## config.mk

```make
export PLATFORM = sky130hd
export DESIGN_NAME = bus_dma_master
export DESIGN_NICKNAME = d
export VERILOG_FILES = /design/src/rtl/bus_pkg.sv /design/src/rtl/bus_req_ctl.sv /design/src/rtl/bus_dma_master.sv
export SDC_FILE = /design/constraint.sdc
export NUM_CORES = 1
export LEC_CHECK = 0
export CAP_MARGIN = 20
export CORE_MARGIN = 2
export CORE_UTILIZATION = 49
export DETAILED_ROUTE_END_ITERATION = 10
export DONT_BUFFER_PORTS = 1
export SYNTH_ARGS = -nofsm -noshare
export SYNTH_HDL_FRONTEND = slang
export SYNTH_SLANG_ARGS = --single-unit
```

## constraint.sdc

```tcl
create_clock -name cpu_clk -period 2.46 [get_ports cpu_clk]
set_input_delay 0.738 -clock cpu_clk [delete_from_list [all_inputs] [get_ports cpu_clk]]
set_output_delay 0.738 -clock cpu_clk [all_outputs]
set_load 0.02 [all_outputs]
```

## src/rtl/bus_pkg.sv

```systemverilog
// Shared bus definitions for the DMA initiator: widths, state encoding
// and register-block offsets used by the CPU-side configuration logic.
package bus_pkg;

    localparam int BUS_AW = 20;
    localparam int BUS_DW = 16;
    localparam int DMA_LW = 16;

    localparam logic [2:0] ST_IDLE    = 3'd0;
    localparam logic [2:0] ST_RD_REQ  = 3'd1;
    localparam logic [2:0] ST_RD_WAIT = 3'd2;
    localparam logic [2:0] ST_WR_REQ  = 3'd3;
    localparam logic [2:0] ST_WR_WAIT = 3'd4;
    localparam logic [2:0] ST_FINISH  = 3'd5;

    typedef enum logic [2:0] {
        IDLE    = ST_IDLE,
        RD_REQ  = ST_RD_REQ,
        RD_WAIT = ST_RD_WAIT,
        WR_REQ  = ST_WR_REQ,
        WR_WAIT = ST_WR_WAIT,
        FINISH  = ST_FINISH
    } dma_state_e;

    // Word offsets of the DMA register block as seen by the CPU.
    localparam logic [3:0] DMA_REG_CTRL   = 4'h0;
    localparam logic [3:0] DMA_REG_STATUS = 4'h1;
    localparam logic [3:0] DMA_REG_SRC_LO = 4'h2;
    localparam logic [3:0] DMA_REG_SRC_HI = 4'h3;
    localparam logic [3:0] DMA_REG_DST_LO = 4'h4;
    localparam logic [3:0] DMA_REG_DST_HI = 4'h5;
    localparam logic [3:0] DMA_REG_LEN    = 4'h6;

endpackage

```

## src/rtl/bus_req_ctl.sv

```systemverilog
// Single-access handshake engine: raises a read or write request level,
// holds it through target stalls and reports the accepting cycle.
module bus_req_ctl
    import bus_pkg::*;
(
    input  logic clk_i,
    input  logic rst_i,
    input  logic launch_i,
    input  logic write_i,
    input  logic ram_busy_i,
    input  logic ram_ready_i,
    output logic rd_o,
    output logic wr_o,
    output logic accept_o,
    output logic rd_done_o
);

    logic req_q, req_d;
    logic write_q, write_d;
    logic rd_done_q, rd_done_d;

    assign accept_o  = req_q && ram_ready_i && !ram_busy_i;
    assign rd_o      = req_q && !write_q;
    assign wr_o      = req_q && write_q;
    assign rd_done_o = rd_done_q;

    // Once raised, a request is only dropped by the target accepting it.
    always_comb begin
        req_d     = req_q;
        write_d   = write_q;
        rd_done_d = accept_o && !write_q;
        if (accept_o) begin
            req_d = 1'b0;
        end else if (launch_i && !req_q) begin
            req_d   = 1'b1;
            write_d = write_i;
        end
    end

    always_ff @(posedge clk_i) begin
        if (rst_i) begin
            req_q     <= 1'b0;
            write_q   <= 1'b0;
            rd_done_q <= 1'b0;
        end else begin
            req_q     <= req_d;
            write_q   <= write_d;
            rd_done_q <= rd_done_d;
        end
    end

endmodule

```

## src/rtl/bus_dma_master.sv

```systemverilog
// Block-copy bus initiator sharing the CPU memory handshake.
// Define DMA_FILL_EN to add fill_mode/fill_value (pattern fill, no reads).
module bus_dma_master
    import bus_pkg::*;
#(
    parameter int AW = BUS_AW,
    parameter int DW = BUS_DW,
    parameter int LW = DMA_LW
) (
    input  logic          cpu_clk,
    input  logic          rst,
    input  logic          start,
    input  logic [AW-1:0] src,
    input  logic [AW-1:0] dst,
    input  logic [LW-1:0] len,
`ifdef DMA_FILL_EN
    input  logic          fill_mode,
    input  logic [DW-1:0] fill_value,
`endif
    input  logic          abort,
    input  logic          grant,
    output logic          dma_busy,
    output logic          done,
    output logic          aborted,
    output logic [AW-1:0] addr_bus,
    output logic [DW-1:0] ram_out,
    input  logic [DW-1:0] ram_in,
    output logic          ram_read,
    output logic          ram_write,
    output logic          ram_read_done,
    input  logic          ram_busy,
    input  logic          ram_ready
);

    dma_state_e    state_q;
    logic [AW-1:0] cur_src_q, cur_dst_q, addr_q;
    logic [LW-1:0] remain_q;
    logic [DW-1:0] data_q, wdata_q;
    logic          busy_q, done_q, aborted_q, abort_pend_q;
    logic          launch, launch_wr, accept;
    logic          fill_q, fill_start;
    logic [DW-1:0] fill_word;

`ifdef DMA_FILL_EN
    assign fill_start = fill_mode;
    assign fill_word  = fill_value;

    always_ff @(posedge cpu_clk) begin
        if (rst) begin
            fill_q <= 1'b0;
        end else if (state_q == IDLE && start) begin
            fill_q <= fill_mode;
        end
    end
`else
    assign fill_start = 1'b0;
    assign fill_word  = '0;
    assign fill_q     = 1'b0;
`endif

    assign launch    = grant && (state_q == RD_REQ || state_q == WR_REQ);
    assign launch_wr = (state_q == WR_REQ);

    bus_req_ctl u_req (
        .clk_i       (cpu_clk),
        .rst_i       (rst),
        .launch_i    (launch),
        .write_i     (launch_wr),
        .ram_busy_i  (ram_busy),
        .ram_ready_i (ram_ready),
        .rd_o        (ram_read),
        .wr_o        (ram_write),
        .accept_o    (accept),
        .rd_done_o   (ram_read_done)
    );

    always_ff @(posedge cpu_clk) begin
        if (rst) begin
            state_q      <= IDLE;
            cur_src_q    <= '0;
            cur_dst_q    <= '0;
            addr_q       <= '0;
            remain_q     <= '0;
            data_q       <= '0;
            wdata_q      <= '0;
            busy_q       <= 1'b0;
            done_q       <= 1'b0;
            aborted_q    <= 1'b0;
            abort_pend_q <= 1'b0;
        end else begin
            done_q <= 1'b0;
            if (busy_q && abort) begin
                abort_pend_q <= 1'b1;
            end
            unique case (state_q)
                IDLE: begin
                    if (start) begin
                        aborted_q    <= 1'b0;
                        abort_pend_q <= 1'b0;
                        cur_src_q    <= src;
                        cur_dst_q    <= dst;
                        remain_q     <= len;
                        if (fill_start) begin
                            data_q <= fill_word;
                        end
                        if (len == '0) begin
                            state_q <= FINISH;
                            done_q  <= 1'b1;
                        end else begin
                            busy_q  <= 1'b1;
                            state_q <= fill_start ? WR_REQ : RD_REQ;
                        end
                    end
                end
                RD_REQ: begin
                    if (grant) begin
                        addr_q  <= cur_src_q;
                        state_q <= RD_WAIT;
                    end
                end
                RD_WAIT: begin
                    if (accept) begin
                        data_q  <= ram_in;
                        state_q <= WR_REQ;
                    end
                end
                WR_REQ: begin
                    if (grant) begin
                        addr_q  <= cur_dst_q;
                        wdata_q <= data_q;
                        state_q <= WR_WAIT;
                    end
                end
                // A pending abort only takes effect once the word's write lands.
                WR_WAIT: begin
                    if (accept) begin
                        cur_src_q <= cur_src_q + AW'(1);
                        cur_dst_q <= cur_dst_q + AW'(1);
                        remain_q  <= remain_q - LW'(1);
                        if (remain_q == LW'(1) || abort_pend_q || abort) begin
                            state_q   <= FINISH;
                            done_q    <= 1'b1;
                            busy_q    <= 1'b0;
                            aborted_q <= (abort_pend_q || abort) && (remain_q != LW'(1));
                        end else begin
                            state_q <= fill_q ? WR_REQ : RD_REQ;
                        end
                    end
                end
                FINISH: begin
                    state_q <= IDLE;
                end
                default: begin
                    state_q <= IDLE;
                end
            endcase
        end
    end

    assign dma_busy = busy_q;
    assign done     = done_q;
    assign aborted  = aborted_q;
    assign addr_bus = addr_q;
    assign ram_out  = wdata_q;

endmodule

```

# Word-level counts from Yosys, hierarchy flattened
# Cells that the tools add are included.
# W data, S select, Z words.
[op_classes] addsub=3 n_eq_ne=13 muxes=37 bitwise=1 n_reduce_logical=29
[op_table] cell="$mux W20" n=6
[op_table] cell="$pmux W20 S2" n=3
[op_table] cell="$add A20 B1 Y20 const B" n=2
[op_table] cell="$mux W16" n=2
[op_table] cell="$pmux W16 S2" n=1
[op_table] cell="$mux W3" n=7
[op_table] cell="$eq A16 B1 Y1 const B" n=1
[op_table] cell="$logic_not A16 Y1" n=1
[op_table] cell="$ne A16 B1 Y1 const B" n=1
[op_table] cell="$sub A16 B1 Y16 const B" n=1
[op_table] cell="$pmux W3 S5" n=1
[op_table] cell="$mux W1" n=14
[op_table] cell="$ne A2 B2 Y1 const B" n=5
[op_table] cell="$reduce_and A5 Y1" n=2
[op_table] cell="$logic_and A1 B1 Y1" n=9
[op_table] cell="$eq A3 B2 Y1 const B" n=2
[op_table] cell="$pmux W1 S2" n=3
[op_table] cell="$reduce_and A2 Y1" n=3
[op_table] cell="$reduce_and A3 Y1" n=2
[op_table] cell="$logic_or A1 B1 Y1" n=4
[op_table] cell="$ne A2 B1 Y1 const B" n=2
[op_table] cell="$reduce_and A4 Y1" n=1
[op_table] cell="$reduce_bool A2 Y1" n=2
[op_table] cell="$eq A3 B1 Y1 const B" n=1
[op_table] cell="5 further kinds" n=7
[totals] regBits=118 in_bits=79 output_inout_bits=42 wordCells=97

# Depth between registers and ports, before layout
[depth] depth_word=6 ltp_mapped=8 ltp_nobuf=7

# Modules after synthesis
# From an unflattened synthesis, not the netlist that was laid out.
[hier_totals] cells_unflattened=789 hier_area_um2=6059.6
[by_module_without_submodules] module="bus_dma_master" n_inst=1 cells_each=776 area_per_inst_um2=5909.4 seq_area_each_um2=2302.2
[by_module_without_submodules] module="bus_req_ctl" n_inst=1 cells_each=13 area_per_inst_um2=150.1 seq_area_each_um2=60.1

# Worst setup path after synthesis
# OpenSTA, ideal clock, no wires.
[synth_timing] path_type="input port to flip-flop" startpoint="input ram_busy" endpoint="register data_q[10]" setup_time_ps=128 arrival_ps=1950 required_time_ps=2332 slack_ps=383 cell_stages=5 n_path_buf=1 cell_sequence="nand3b_1 > nor4_4 > buf_6 > mux2i_1 > nor2_1"
[synth_via] elab_chain_cells=3
[synth_lines] element="start, declared" line="bus_dma_master.sv:31" source="input logic ram_busy,"
[synth_lines] element="$logic_not A1 Y1" line="bus_req_ctl.sv:22" source="assign accept_o = req_q && ram_ready_i && !ram_busy_i;"
[synth_lines] element="$logic_and A1 B1 Y1" line="bus_req_ctl.sv:22"
[synth_lines] element="$reduce_and A2 Y1 (no source line)"
[synth_lines] element="end signal, assigned" line="bus_dma_master.sv:104" source="data_q <= fill_word;"
[synth_lines] element="end signal, assigned" line="bus_dma_master.sv:123" source="data_q <= ram_in;"
[synth_lines] element="end, declared" line="bus_dma_master.sv:38" source="logic [DW-1:0] data_q, wdata_q;"
# No other way between the ends.
# A chain may end at the register's enable or synchronous reset.

# Final worst setup path
[layout_timing] startpoint="register state_q[2]" endpoint="register cur_dst_q[14]"
[layout_via] elab_chain_cells=3
[layout_lines] element="start, declared" line="bus_dma_master.sv:35" source="dma_state_e state_q;"
[layout_lines] element="start signal, assigned" line="bus_dma_master.sv:111" source="state_q <= fill_start ? WR_REQ : RD_REQ;"
[layout_lines] element="start signal, assigned" line="bus_dma_master.sv:146" source="state_q <= fill_q ? WR_REQ : RD_REQ;"
[layout_lines] element="$eq A3 B3 Y1 / $logic_not A3 Y1 (equally long branches)" line="bus_dma_master.sv:95" source="unique case (state_q)"
[layout_lines] element="$ne A2 B1 Y1 (no source line) (tied with other cells)"
[layout_lines] element="$reduce_and A3 Y1 (no source line)"
[layout_lines] element="end signal, assigned" line="bus_dma_master.sv:101" source="cur_dst_q <= dst;"
[layout_lines] element="end signal, assigned" line="bus_dma_master.sv:138" source="cur_dst_q <= cur_dst_q + AW'(1);"
[layout_lines] element="end, declared" line="bus_dma_master.sv:36" source="logic [AW-1:0] cur_src_q, cur_dst_q, addr_q;"
# Several ways; a longest one is shown, not always the timed one.

==> summary.md <==
| Metric | Value |
|---|---|
| Root Driver | clkbuf_16 |
| Starting DRT DRC Count | 456 |
| Worst-Skew Late Latency | 0.42 ns |
| Synthesized cell area | 0.00597 mm² |
| RSZ-0062 raised after global routing | no |
| Remaining DRCs | 0 |
| CP Class | flop to flop |
| Via count | 5430 |
| Crit path max fanout | 37 |
| # clock sinks | 118 |
| Layout cell share with drive strength beyond 1 | 10.0% |
| Largest net degree at the start of global routing | about 120 |
| Worst Hold Class | input port to flop |
| Diode count | 0 |
| Prevailing post-synth register cell | dfxtp_1 |
| Crit end category | flop |
| Final Net Count | 798 |
| Avg Cell Area, Syn | 8.16 µm² |
| Core ar. | 0.0120 mm² |
| PwrDens | between 700 and 800 mW/mm² |
| Setup bufs post-CTS | 0 |
| Crit path DAT | 2.42 ns |
| Outcome | finished, final reports clean |
| First-pass GRT wire length | 26.5 mm |
| Final setup TNS | 0 ns |
| Worst-path clk slew | 0.06 ns |
| Initial core utilization | around 50% |
| HPWL Detailed | roughly 11 mm |
| Antenna violations before repair | 0 |
| WL per Instance | 19.1 µm |
| Seq/Total Area, Yosys | 39.6% |
| Worst vdd ir | 0.492 mV |
| Final Hold Violating Endpoints | 0 |
| Die width | 114 µm |
| Row count | 40 |
| GRT Total Usage | between 20% and 30% |
| Detailed Route WL | 16.7 mm |
| Worst-case clock buffer depth | 2 |
| Die height | roughly 110 µm |
| Htree depth | 4 |
| Async S/R FF share, synth | 0% |
| Area grow syn2layout | 11.8% |
| Commonest non-fill, non-tap cell in the layout | dfxtp_1 |
| Slew Limit Headroom | 59.9% |
| TritonCTS clock tree | done |
| LEAKAGE | 2.13 nW |
| Hold_buf cts | 0 |
| Post-layout minimum cycle time | between 2 and 2.5 ns |
| Post-route ant nets | 0 |
| Final period util | 85.5% |
| Vias in the first global route | 5104 |
| Seq cells post-synth | 118 |
| Max Slew Vio Count | 0 |
| Mapped Nets | 815 |
| Number of flops mapped to enable cells by yosys | 0 |
| Critical path launch point type | flop |
| Io pins | 121 |
| Port-buffer cells | 0 |
| Commonest cells after routing, fill and taps aside | dfxtp_1, nor2_1, nand2_1 |
| # resized after CTS | 0 |
| Final setup violation count | 0 |
| Crit path required time | 2.78 ns |
| Total grt overflow | 0 |
| Slew at the pin closest to its max-slew limit | 0.602 ns |
| Cell count after synthesis | 732 |
| Initial DRT Pass Iterations | 5 |
| Pre-CTS WS | 0.302 ns |
| R2R setup slack | 0.36 ns |
| Min setup slack post-route | 0.356 ns |
| Max-cap violations | 0 |
| Post-synth cell types | 63 |
| Maximum clock rate | 0.475 GHz |
| Warnings from Yosys | 0 |
| Num CTS Buffers | 17 |
| Setup Skew | 0.00637 ns |
| Die area | 0.0131 mm² |
| Routability Congestion | 0.848 |
| Vias per cell | 6.21 |
## Yosys cell counts (all sizes together) (3+ instances only)
cell type / number / area (µm²)
nor2b: 3 / 18.8
nor3: 20 / 105
o22ai: 11 / 68.8
nor4: 15 / 128
buf: 24 / 161
and4: 9 / 78.8
xnor2: 6 / 52.6
a21oi: 70 / 354
a31oi: 3 / 18.8
or3: 5 / 31.3
inv: 7 / 26.3
clkbuf: 36 / 135
nand2b: 5 / 31.3
and2: 3 / 18.8
nor3b: 4 / 30.0
or4: 3 / 22.5
nand2: 82 / 308
o21ai: 39 / 199
mux2i: 38 / 380
o221ai: 6 / 52.6
nor2: 86 / 325
nand4: 14 / 87.6
nand3: 23 / 120
ha: 4 / 50.1
o32ai: 5 / 43.8
dfxtp: 118 / 2360
a311oi: 4 / 41.3
and3: 6 / 37.5
o31ai: 6 / 45.0
a211oi: 46 / 345
a22oi: 4 / 30.0
## flip-flops by register name, summed over array words and instances, names as in the netlist, 3 cells and up
register,cells
addr_bus,20
state_q,3
cur_dst_q,20
data_q,16
cur_src_q,20
ram_out,16
remain_q,16
## layout make-up
cell class              count  area (µm²)
clock buffers              17         425
inverters                   7        26.3
repair buffers             24         218
clock inverters            15         159
fillers                  1134        5290
well taps                 147         184
multi-input cells         547        3300
flip-flops and latches    118        2360
## path summary, 6_finish.rpt
kind | cells after the start | endpoint | startpoint
min | 1 | ram_out[15]$_SDFFE_PP0P_ | rst
min reg2reg | 2 | ram_out[10]$_SDFFE_PP0P_ | data_q[10]$_SDFFE_PP0P_
max reg2reg | 5 | cur_dst_q[14]$_SDFFE_PP0P_ | state_q[2]$_SDFFE_PP0P_
max | 5 | cur_dst_q[14]$_SDFFE_PP0P_ | state_q[2]$_SDFFE_PP0P_
## worst max-delay path, stage by stage (launching register included)
cell and delay (ns):
dfxtp_2 0.48, or3b_1 0.44, o21ai_4 0.47, buf_12 0.28, a21oi_1 0.09, a211oi_1 0.24
## layer usage
metal  share of wire (%)  track usage [%]  wire length, µm  vias up
li1                    -                -                -     2660
met1                  42             31.6             7100     2576
met2                  49             43.4             8180      175
met3                 7.4             8.21             1240       19
met4                 1.1             7.24              188        0
met5                   0                0                0        -
## report_power, final
group | total [W] | leakage [nW] | switching, W | internal, W
combinational | 0.000580 | 0.892 | 0.000323 | 0.000256
sequential | 0.00221 | 0.966 | 0.000178 | 0.00203
clock | 0.00243 | 0.267 | 0.000938 | 0.00149
## cell families (layout without fill, tap and decap cells)
| logic type | after synthesis | after routing | share of synthesized area, % |
|---|---|---|---|
| buffers and inverters | 67 | 63 | 5.41 |
| xor gates and xnor gates | 8 | 8 | 1.17 |
| and+or+nand+nor | 290 | 290 | 24.6 |
| DFF | 118 | 118 | 39.6 |
| muxes | 38 | 38 | 6.37 |
| adders and majority gates | 4 | 4 | 0.838 |
| AOI/OAI and AO/OA | 207 | 207 | 22.1 |
## metrics by stage
| step | hold WS [ns] | cells | utilization, % | total power [W] | instance area, µm² |
|---|---|---|---|---|---|
| global route | 0.376 | 875 | 55.8 | 0.00544 | 6670 |
| finish | 0.391 | 875 | 55.8 | 0.00522 | 6670 |
| global placement | 0.432 | 843 | 50.9 | 0.00281 | 6090 |
| floorplan | 0.431 | 732 | - | 0.00268 | 5970 |
| detailed placement | 0.437 | 843 | 50.9 | 0.00282 | 6090 |
| CTS | 0.380 | 875 | 55.8 | 0.00524 | 6670 |
Power figures use the tool's default switching activity.
